$ cat src/rtl/thermo_pkg.sv
// Shared types and helpers for the thermometer/one-hot stream checker.
// THERMO_STICKY_ERR_EN (used by thermo_stream_checker) adds a sticky error flag.
package thermo_pkg;

  typedef enum logic [1:0] {
    MODE_THERMO_ANY = 2'd0,
    MODE_ONEHOT     = 2'd1,
    MODE_THERMO_LSB = 2'd2,
    MODE_RSVD       = 2'd3
  } code_mode_t;

  // Width needed to hold a level in 0..w.
  function automatic int lvl_width(input int w);
    return $clog2(w + 1);
  endfunction

  localparam int DEF_CNT_WIDTH = 8;
  localparam logic [DEF_CNT_WIDTH-1:0] ERR_CNT_SAT = '1;

endpackage

$ cat src/rtl/thermo_classify.sv
// Combinational legality check and level decode of one code word for a given code type.
module thermo_classify
  import thermo_pkg::*;
#(
  parameter int DATA_WIDTH = 8,
  localparam int LW = lvl_width(DATA_WIDTH)
) (
  input  logic [DATA_WIDTH-1:0] data,
  input  code_mode_t            mode,
  output logic                  legal,
  output logic [LW-1:0]         level
);

  logic [DATA_WIDTH-2:0] edges;
  logic [LW-1:0]         ones;
  logic [LW-1:0]         edgeCount;
  logic [LW-1:0]         oneIdx;
  logic [DATA_WIDTH-1:0] dataPlusOne;
  logic                  lsbForm;

  genvar gi;
  generate
    for (gi = 0; gi < DATA_WIDTH - 1; gi++) begin : gEdge
      assign edges[gi] = data[gi] ^ data[gi+1];
    end
  endgenerate

  always_comb begin
    ones      = '0;
    edgeCount = '0;
    oneIdx    = '0;
    for (int i = 0; i < DATA_WIDTH; i++) begin
      ones = ones + LW'(data[i]);
      if (data[i]) oneIdx = LW'(i + 1);
    end
    for (int i = 0; i < DATA_WIDTH - 1; i++) begin
      edgeCount = edgeCount + LW'(edges[i]);
    end
  end

  // (1<<k)-1 has no bit in common with its successor; all-ones wraps to zero.
  assign dataPlusOne = data + DATA_WIDTH'(1);
  assign lsbForm     = ~|(data & dataPlusOne);

  always_comb begin
    legal = 1'b0;
    level = '0;
    case (mode)
      MODE_THERMO_ANY: begin
        legal = (edgeCount == LW'(1));
        level = legal ? ones : '0;
      end
      MODE_ONEHOT: begin
        legal = (ones == LW'(1));
        level = legal ? oneIdx : '0;
      end
      MODE_THERMO_LSB: begin
        legal = lsbForm;
        level = legal ? ones : '0;
      end
      default: begin
        legal = 1'b0;
        level = '0;
      end
    endcase
  end

endmodule

$ cat config.mk
export PLATFORM = sky130hd
export DESIGN_NAME = thermo_classify
export DESIGN_NICKNAME = d
export VERILOG_FILES = /design/src/rtl/thermo_pkg.sv /design/src/rtl/thermo_classify.sv
export SDC_FILE = /design/constraint.sdc
export NUM_CORES = 1
export LEC_CHECK = 0
export ABC_AREA = 0
export CORE_MARGIN = 1
export CORE_UTILIZATION = 48
export DETAILED_ROUTE_END_ITERATION = 12
export GPL_ROUTABILITY_DRIVEN = 0
export GPL_TIMING_DRIVEN = 0
export MAX_ROUTING_LAYER = met4
export PLACE_DENSITY_LB_ADDON = 0.2
export SYNTH_ARGS = -nofsm -noshare
export SYNTH_HDL_FRONTEND = slang
export SYNTH_SLANG_ARGS = --single-unit
$ cat constraint.sdc
create_clock -name vclk -period 5.05
set_input_delay 1.01 -clock vclk [all_inputs]
set_output_delay 1.01 -clock vclk [all_outputs]
set_load 0.02 [all_outputs]
==> reports/results.ini, run 1 <==
[global_route]
grt_first_pass_wirelength_um=2660
grt_pass1_vias=599
grt_max_degree=8
antenna_found_initial=0
grt_usage_pct=27.0
grt-ovfl-total=0
top_usage_layer=met2
met3_usage_pct=1.16
gr-usage-met2_pct=49.2
grt.met1_usage_pct=34.1

[floorplan]
fp-row-count=12
core_um2=1170
io_pins=15
die_h_um=38.5
dieArea_um2=1480
start_util_pct=54.5
die_w_um=38.5

[placement]
dp_hpwl_um=1260
portBuffers=15
post-place-ws_ns=-1.43

[timing]
worst_pin_slew_ns=0.562
maxSlewHeadroom_pct=62.0
finalSetupViolCount=5
finalCritPeriodShare_pct=108
rsz0062_at_grt=true
maxSlewViolCount=0
final.setup.tns_ns=-1.57
max_freq_mhz=184
finalCriticalPeriod_ns=5.43
timing_hold_violations_final=0
setup_ws_ns=-0.380

[power]
p_per_area_nw_per_um2=177
p_leak_uw=0.000447
ir_drop_uv=124

[setup_path]
crit_required_ns=4.04
critical_path.cell_chain=buf_4 -> fa_1 -> inv_1 -> fa_1 -> fa_1 -> inv_2 -> ha_4 -> fa_1 -> nor4bb_2 -> o211ai_1 -> buf_4 -> o32ai_2 -> buf_4
max_stage_delay_ns=0.51
worst-path-max-fanout=7
worst_path_most_repeated_cell=fa_1
slowest_stage=fa_1
cp_data_arrival_time_ns=4.42
start_kind=primary input
path_class=in -> out
end_kind=output port

[logic_synthesis]
synthesis.instances=74
yosysSeqAreaShare_pct=0
synthTopCellsByCount=20 x inv_1, 14 x ha_1, 7 x fa_1
synth_top_area_share_pct=27.5
syn_avg_cell_area_um2=8.62
netlist_area_um2=638
netlist-cell-type-count=24
ys_warn_count=0
synth_area_leaders=ha_1 27%, fa_1 22%, inv_1 12%
synth_most_common_cell=inv_1
yosys.area.top_type=ha_1
synth_nets=105

[run]
maxCapViolCount=0

[routing]
dr.pass1.iters=4
drt_wl_total_um=1670
vias=608
drc=0
drtIter0Drc=6
wl_per_cell_um=15.3
viasPerCell=5.58
ant_nets=0

[final_layout]
design.seq.count=0
num-clock-buffers=0
syn_to_final_growth_pct=43.1
final_core_util_pct=78.0
ff_latch_area_um2=0
nets=128
drive_gt1_share_pct=30.5
antenna_cells=0

[outcome]
violations=negative setup slack
status=finished with violations

[min_path]
whs_path_depth=4
hold_path.class=in -> out

[clock_tree]
ctsHoldBuffers=0

-- cells by family (layout without fill, tap and decap cells) --
| kind of cell | Yosys count | count (layout) | synth area share [%] |
|---|---|---|---|
| buf+inv | 20 | 41 | 11.8 |
| compound gates | 14 | 14 | 21.0 |
| simple gates | 16 | 16 | 13.7 |
| xor+xnor | 3 | 3 | 4.12 |
| fa+ha+maj | 21 | 21 | 49.4 |
-- layout make-up --
| cell class | count | area (um^2) |
|---|---|---|
| Multi-Input combinational cell | 54 | 636 |
| Timing Repair Buffer | 21 | 185 |
| Tap cell | 14 | 17.5 |
| Fill cell | 85 | 258 |
| Inverter | 20 | 75.1 |
-- worst paths after layout --
path                     from  endpoint  slack, ns
worst min-delay path  data[3]  level[1]       2.49
worst max-delay path  data[3]  level[0]      -0.38
-- through the flow --
step	std cells	instance area, um^2	power (uW)	hold slack, ns
final	109	913	161	2.49
after detailed placement	103	828	129	3.33
after CTS	107	897	147	2.48
after global routing	109	913	178	2.51
after floorplan	74	661	84.9	2.14
after global placement	103	828	121	3.32
-- layer usage --
metal | routed length [um] | share of wire, % | up-vias
li1 | - | - | 288
met1 | 710 | 43 | 291
met2 | 856 | 51 | 23
met3 | 74 | 4.4 | 6
met4 | 25 | 1.5 | 0
met5 | 0 | 0 | -
-- cells in the final DEF, fill, tap and decap left out --
cell type	synthesis	routed
inv_1	20	19
ha_1	14	13
buf_4	0	9
fa_1	7	7
nand2_1	5	4
buf_6	0	4
a21oi_1	3	3
nor2b_1	3	3
clkdlybuf4s50_1	0	3
xnor2_1	2	2
nor2_1	3	2
o2bb2ai_2	0	2
clkbuf_2	0	2
dlygate4sd2_1	0	2
inv_2	0	1
xor2_1	1	1
nor4bb_2	0	1
o211ai_1	1	1
o21bai_1	1	1
nand3_1	1	1
or2_4	1	1
a2111oi_4	1	1
a2bb2oi_1	1	1
nor4b_1	1	1
nor4_4	0	1
a31oi_4	0	1
o32ai_2	0	1
o31ai_1	1	1
nor2_4	0	1
nand2_2	0	1
o2111ai_1	1	1
o31ai_2	1	1
ha_4	0	1
buf_8	0	1
-- critical path: cells and delay by family --
kind | cells | cell delay (ns)
compound gates | 2 | 0.37
fa+ha+maj | 5 | 2.08
buf+inv | 5 | 0.61
simple gates | 1 | 0.35
-- what timing repair did --
item	4_1_cts	5_1_grt
setup buffers	5	2
setup endpoints to repair	5	5
pin swaps	8	6
gates resized for setup	60	5
endpoints found under the hold margin	0	0
-- power by group --
part | internal (uW) | leakage (uW) | switching [uW]
combinational | 74.6 | 0.000447 | 86.8
clock | 0 | 0 | 0
sequential | 0 | 0 | 0
total | 74.6 | 0.000447 | 86.8
(Power assumes the default switching activity.)
==> inputs of run 2 (changes only) <==
Settings changed: PLACE_DENSITY_LB_ADDON 0.2 to 0.08, SLEW_MARGIN set to 10.
==> run 2 against run 1 <==
  * The flow still finishes with violations (negative setup slack)
  * Worst hold slack lost 0.0019 ns
  * Largest cell class unchanged
  * Maximum frequency grew 1.4%
  * Combinational power decreased by 7%
  * Largest power group unchanged
  * Core utilization down 3.2 points
  * Sequential share of layout area is the same
  * Routed wire length is 15% lower
  * Die area unchanged
  * Critical path type unchanged
  * Critical path depth unchanged
==> reports/results.ini, run 2 (synthesis results as in run 1) <==
[placement]
dp_cells=103  ; unchanged
post-place-ws_ns=-1.43  ; +0.00637 ns
placed_area_um2=828  ; unchanged
dp_hpwl_um=1190  ; -5.4%
portBuffers=15  ; unchanged

[routing]
vias=567  ; -6.7%
wl_per_cell_um=13.4  ; -12%
dr.pass1.iters=4  ; unchanged
viasPerCell=5.35  ; -4.1%
drtIter0Drc=4  ; -2
ant_nets=0  ; unchanged
drt_wl_total_um=1430  ; -15%
drc=0  ; unchanged

[timing]
maxSlewViolCount=0  ; unchanged
maxSlewHeadroom_pct=63.7  ; +1.7 points
worst_pin_slew_ns=0.537  ; -0.0250 ns
max_freq_mhz=187  ; +1.4%
rsz0062_at_grt=true
finalCritPeriodShare_pct=106  ; -1.5 points
setup_ws_ns=-0.307  ; +0.0737 ns
finalSetupViolCount=5  ; unchanged
timing_hold_violations_final=0  ; unchanged
finalCriticalPeriod_ns=5.36  ; -0.0737 ns

[floorplan]
dieArea_um2=1480  ; unchanged
io_pins=15  ; unchanged
start_util_pct=54.5  ; unchanged
fp-row-count=12  ; unchanged
die_h_um=38.5  ; unchanged
core_um2=1170  ; unchanged
die_w_um=38.5  ; unchanged

[setup_path]
crit_required_ns=4.04  ; about the same
start_kind=primary input
worst-path-max-fanout=3  ; -4
path_class=in -> out
end_kind=output port
cp_data_arrival_time_ns=4.35  ; -0.07 ns

[final_layout]
drive_gt1_share_pct=28.3  ; -2.3 points
antenna_cells=0  ; unchanged
design.seq.count=0  ; unchanged
finalInstanceArea_um2=876  ; -4.1%
layout_commonest_cell=inv_1
syn_to_final_growth_pct=37.3
layout_common_cells=19 x inv_1, 13 x ha_1, 6 x fa_1, 6 x buf_4, 5 x nand2_1
num-clock-buffers=0  ; unchanged
ff_latch_area_um2=0  ; unchanged
final_cells=106  ; -2.8%
nets=125  ; -2.3%

[global_route]
grt-ovfl-total=0  ; unchanged
grt_pass1_vias=546  ; -8.8%
grt_first_pass_wirelength_um=2440  ; -8.6%
grt_usage_pct=24.3  ; -2.8 points
antenna_found_initial=0  ; unchanged
grt_max_degree=8  ; unchanged

[power]
pwr-share-clk_pct=0  ; unchanged
p_leak_uw=0.000429  ; -3.9%
p_switching_uw=80.5  ; -7.3%
ir_drop_uv=131  ; +5.9%
p_int_uw=68.2  ; -8.6%
seq_power_share_pct=0  ; unchanged
swShare_pct=54.2  ; +0.37 points
p_comb_share_pct=100.0  ; about the same
p_per_area_nw_per_um2=170  ; -3.9%

[outcome]
violations=negative setup slack
status=finished with violations

[clock_tree]
ctsHoldBuffers=0  ; unchanged

[min_path]
hold_path.class=in -> out

[run]
maxCapViolCount=0  ; unchanged

==> run 2: final cells by class <==
class | instances | area, um^2
Fill cell | 92 | 295
Multi-Input combinational cell | 54 | 621
Tap cell | 14 | 17.5
Inverter | 20 | 75.1
Timing Repair Buffer | 18 | 163
==> run 2: repair_timing <==
| item | in CTS | in global routing |
|---|---|---|
| resized for setup | 62 | 2 |
| pin swaps | 9 | 3 |
| setup endpoints to repair | 5 | 5 |
| setup buffers | 3 | 0 |
==> run 2: worst paths after layout <==
path / startpoint / endpoint / slack (ns) / cells after the start
setup / recovery: data[1] / level[1] / -0.31 / 13
hold / removal: data[3] / level[1] / 2.49 / 4
==> run 2: critical path, cell delays in order <==
cell,delay [ns]
buf_8,0.10
fa_1,0.54
inv_1,0.05
fa_1,0.45
fa_1,0.49
inv_1,0.04
ha_2,0.18
fa_1,0.48
nor4bb_2,0.34
o211ai_1,0.23
nor2_2,0.19
o2bb2ai_2,0.12
buf_6,0.13
==> run 2: power by group through the flow <==
stage	logic [uW]	registers [uW]	clock network, uW
floorplan	84.9	0	0
global placement	122	0	0
global route	165	0	0
CTS	150	0	0
detailed placement	127	0	0
finish	149	0	0
==> run 2: stage by stage <==
step           utilization, %  setup TNS (ns)  total power (uW)  hold WS (ns)
3_5_place_dp             70.7           -6.52               127          3.32
5_1_grt                  74.8           -1.90               165          2.51
2_1_floorplan               -         -0.0786              84.9          2.14
3_3_place_gp             70.7           -6.29               122          3.31
6_report                 74.8           -1.22               149          2.49
4_1_cts                  75.1           -1.42               150          2.48
==> run 2: routing by layer <==
metal | vias up | global-route usage [%] | part of all wire (%)
li1 | 285 | - | -
met1 | 265 | 31.9 | 46
met2 | 17 | 44.9 | 52
met3 | 0 | 0 | 2.5
met4 | 0 | 0 | 0
met5 | - | - | 0
==> inputs of run 3 (changes only) <==
Settings changed: CORE_MARGIN 1 to 2.
==> run 3 against run 2 <==
  * The run still ends with negative setup slack left
  * Power is 3.5% higher
  * Critical path depth unchanged
  * Global-route usage fell by 3.6 points
  * Die area grew 11%
  * Via count increased by 0.88%
  * Combinational power up 3%
  * Final cell count is 3.8% higher
  * Setup slack gained 0.044 ns
  * Sequential share of layout area unchanged
==> reports/results.ini, run 3 (synthesis results as in run 1) <==
[outcome]
status=finished with violations
violations=negative setup slack

[setup_path]
worst-path-max-fanout=3  ; unchanged
cp_data_arrival_time_ns=4.30  ; -0.05 ns
max_stage_delay_ns=0.54  ; about the same
critical_path.cell_chain=buf_8 -> fa_1 -> inv_2 -> fa_1 -> fa_1 -> inv_2 -> ha_4 -> fa_2 -> nor4bb_4 -> o211ai_1 -> nor2_2 -> o2bb2ai_2 -> buf_6
start_kind=primary input
end_kind=output port
slowest_stage=fa_1
path_class=in -> out
crit_required_ns=4.04  ; about the same
worst_path_most_repeated_cell=fa_1

[floorplan]
fp-row-count=13  ; +1
io_pins=15  ; unchanged
die_w_um=40.5  ; +5.2%
die_h_um=40.5  ; +5.2%
core_um2=1270  ; +8.3%
dieArea_um2=1640  ; +11%
start_util_pct=50.3  ; -4.2 points

[global_route]
grt-ovfl-total=0  ; unchanged
grt_max_degree=8  ; unchanged
grt_pass1_vias=508  ; -7.0%
grt_usage_pct=20.6  ; -3.6 points
grt_first_pass_wirelength_um=2220  ; -8.8%
antenna_found_initial=0  ; unchanged

[min_path]
worstHoldStart=data[3]
whs_path_depth=4  ; unchanged
hold_path.class=in -> out
hold-path-endpoint=level[1]

[routing]
wl_per_cell_um=13.3  ; -1.1%
drt_wl_total_um=1460  ; +2.7%
viasPerCell=5.20  ; -2.8%
drc=0  ; unchanged
dr.pass1.iters=4  ; unchanged
vias=572  ; +0.88%
ant_nets=0  ; unchanged
drtIter0Drc=6  ; +2

[timing]
maxSlewViolCount=0  ; unchanged
rsz0062_at_grt=true
worst_pin_slew_ns=0.359  ; -0.178 ns
finalCriticalPeriod_ns=5.31  ; -0.0444 ns
finalSetupViolCount=5  ; unchanged
finalCritPeriodShare_pct=105  ; -0.88 points
setup_ws_ns=-0.262  ; +0.0444 ns
maxSlewHeadroom_pct=76.0  ; +12 points
max_freq_mhz=188  ; +0.84%
timing_hold_violations_final=0  ; unchanged

[final_layout]
ff_latch_area_um2=0  ; unchanged
drive_gt1_share_pct=32.6  ; +4.4 points
layout_commonest_cell=inv_1
antenna_cells=0  ; unchanged
layout_common_cells=17 x inv_1, 13 x ha_1, 9 x buf_4
final_cells=110  ; +3.8%
syn_to_final_growth_pct=43.5
final_core_util_pct=72.2  ; -2.6 points
nets=128  ; +2.4%
num-clock-buffers=0  ; unchanged
design.seq.count=0  ; unchanged

[placement]
dp_cells=104  ; +0.97%
dp_hpwl_um=1210  ; +1.5%
portBuffers=15  ; unchanged

[power]
ir_drop_uv=94.9  ; -28%
swShare_pct=52.2  ; -2.0 points
p_comb_share_pct=100.0  ; about the same
seq_power_share_pct=0  ; unchanged
p_int_uw=73.7  ; +8.0%
p_leak_uw=0.000453  ; +5.5%
p_switching_uw=80.3  ; -0.30%
p_per_area_nw_per_um2=168  ; -1.0%
pwr-share-clk_pct=0  ; unchanged

[clock_tree]
ctsHoldBuffers=0  ; unchanged

[run]
maxCapViolCount=0  ; unchanged

==> run 3: metrics by stage <==
step	area (um^2)	worst slack [ns]	hold slack, ns	power, uW	TNS, ns
2_1_floorplan	661	-0.0662	2.14	84.9	-0.0786
6_report	916	-0.262	2.48	154	-1.13
4_1_cts	880	-0.359	2.48	140	-1.36
3_5_place_dp	830	-1.48	3.33	128	-6.71
5_1_grt	916	-0.426	2.50	171	-1.86
3_3_place_gp	830	-1.37	3.31	121	-6.24
==> run 3: critical path: cells and delay by family <==
kind	cells	cell delay, ns
fa+ha+maj	5	2.15
simple gates	2	0.49
compound gates	2	0.33
buf+inv	4	0.32
==> run 3: how the worst max path moves through the flow <==
stage                        from        to  slack [ns]  cells after the start
final                     data[1]  level[1]       -0.26                     13
after global routing      data[1]  level[1]       -0.43                     13
after CTS                 data[0]  level[1]       -0.36                     13
after detailed placement  data[0]  level[1]       -1.48                     13
after global placement    data[0]  level[1]       -1.37                     13
after floorplan           data[0]  level[0]       -0.07                     10
==> run 3: layer usage <==
layer / vias to the layer above / share of wire, % / global-route usage, %
met3: 2 / 0.68 / 0.556
met2: 4 / 56 / 38.9
li1: 290 / - / -
met1: 276 / 42 / 24.5
met4: 0 / 1.0 / 2.50
met5: - / 0 / -
==> run 3: power by group through the flow <==
stage | logic [uW] | registers [uW] | clock network (uW)
3_5_place_dp | 128 | 0 | 0
4_1_cts | 140 | 0 | 0
2_1_floorplan | 84.9 | 0 | 0
6_report | 154 | 0 | 0
3_3_place_gp | 121 | 0 | 0
5_1_grt | 171 | 0 | 0
==> run 3: final cells by class <==
cell class | count | area (um^2)
Inverter | 20 | 75.1
Multi-Input combinational cell | 54 | 622
Timing Repair Buffer | 21 | 200
Tap cell | 15 | 18.8
Fill cell | 114 | 353
==> run 3: repair_timing <==
| item | CTS | global route |
|---|---|---|
| endpoints found under the setup margin | 5 | 5 |
| endpoints found under the hold margin | 0 | 0 |
| resized for setup | 57 | 9 |
| pin swaps | 7 | 8 |
| buffers inserted | 4 | 2 |
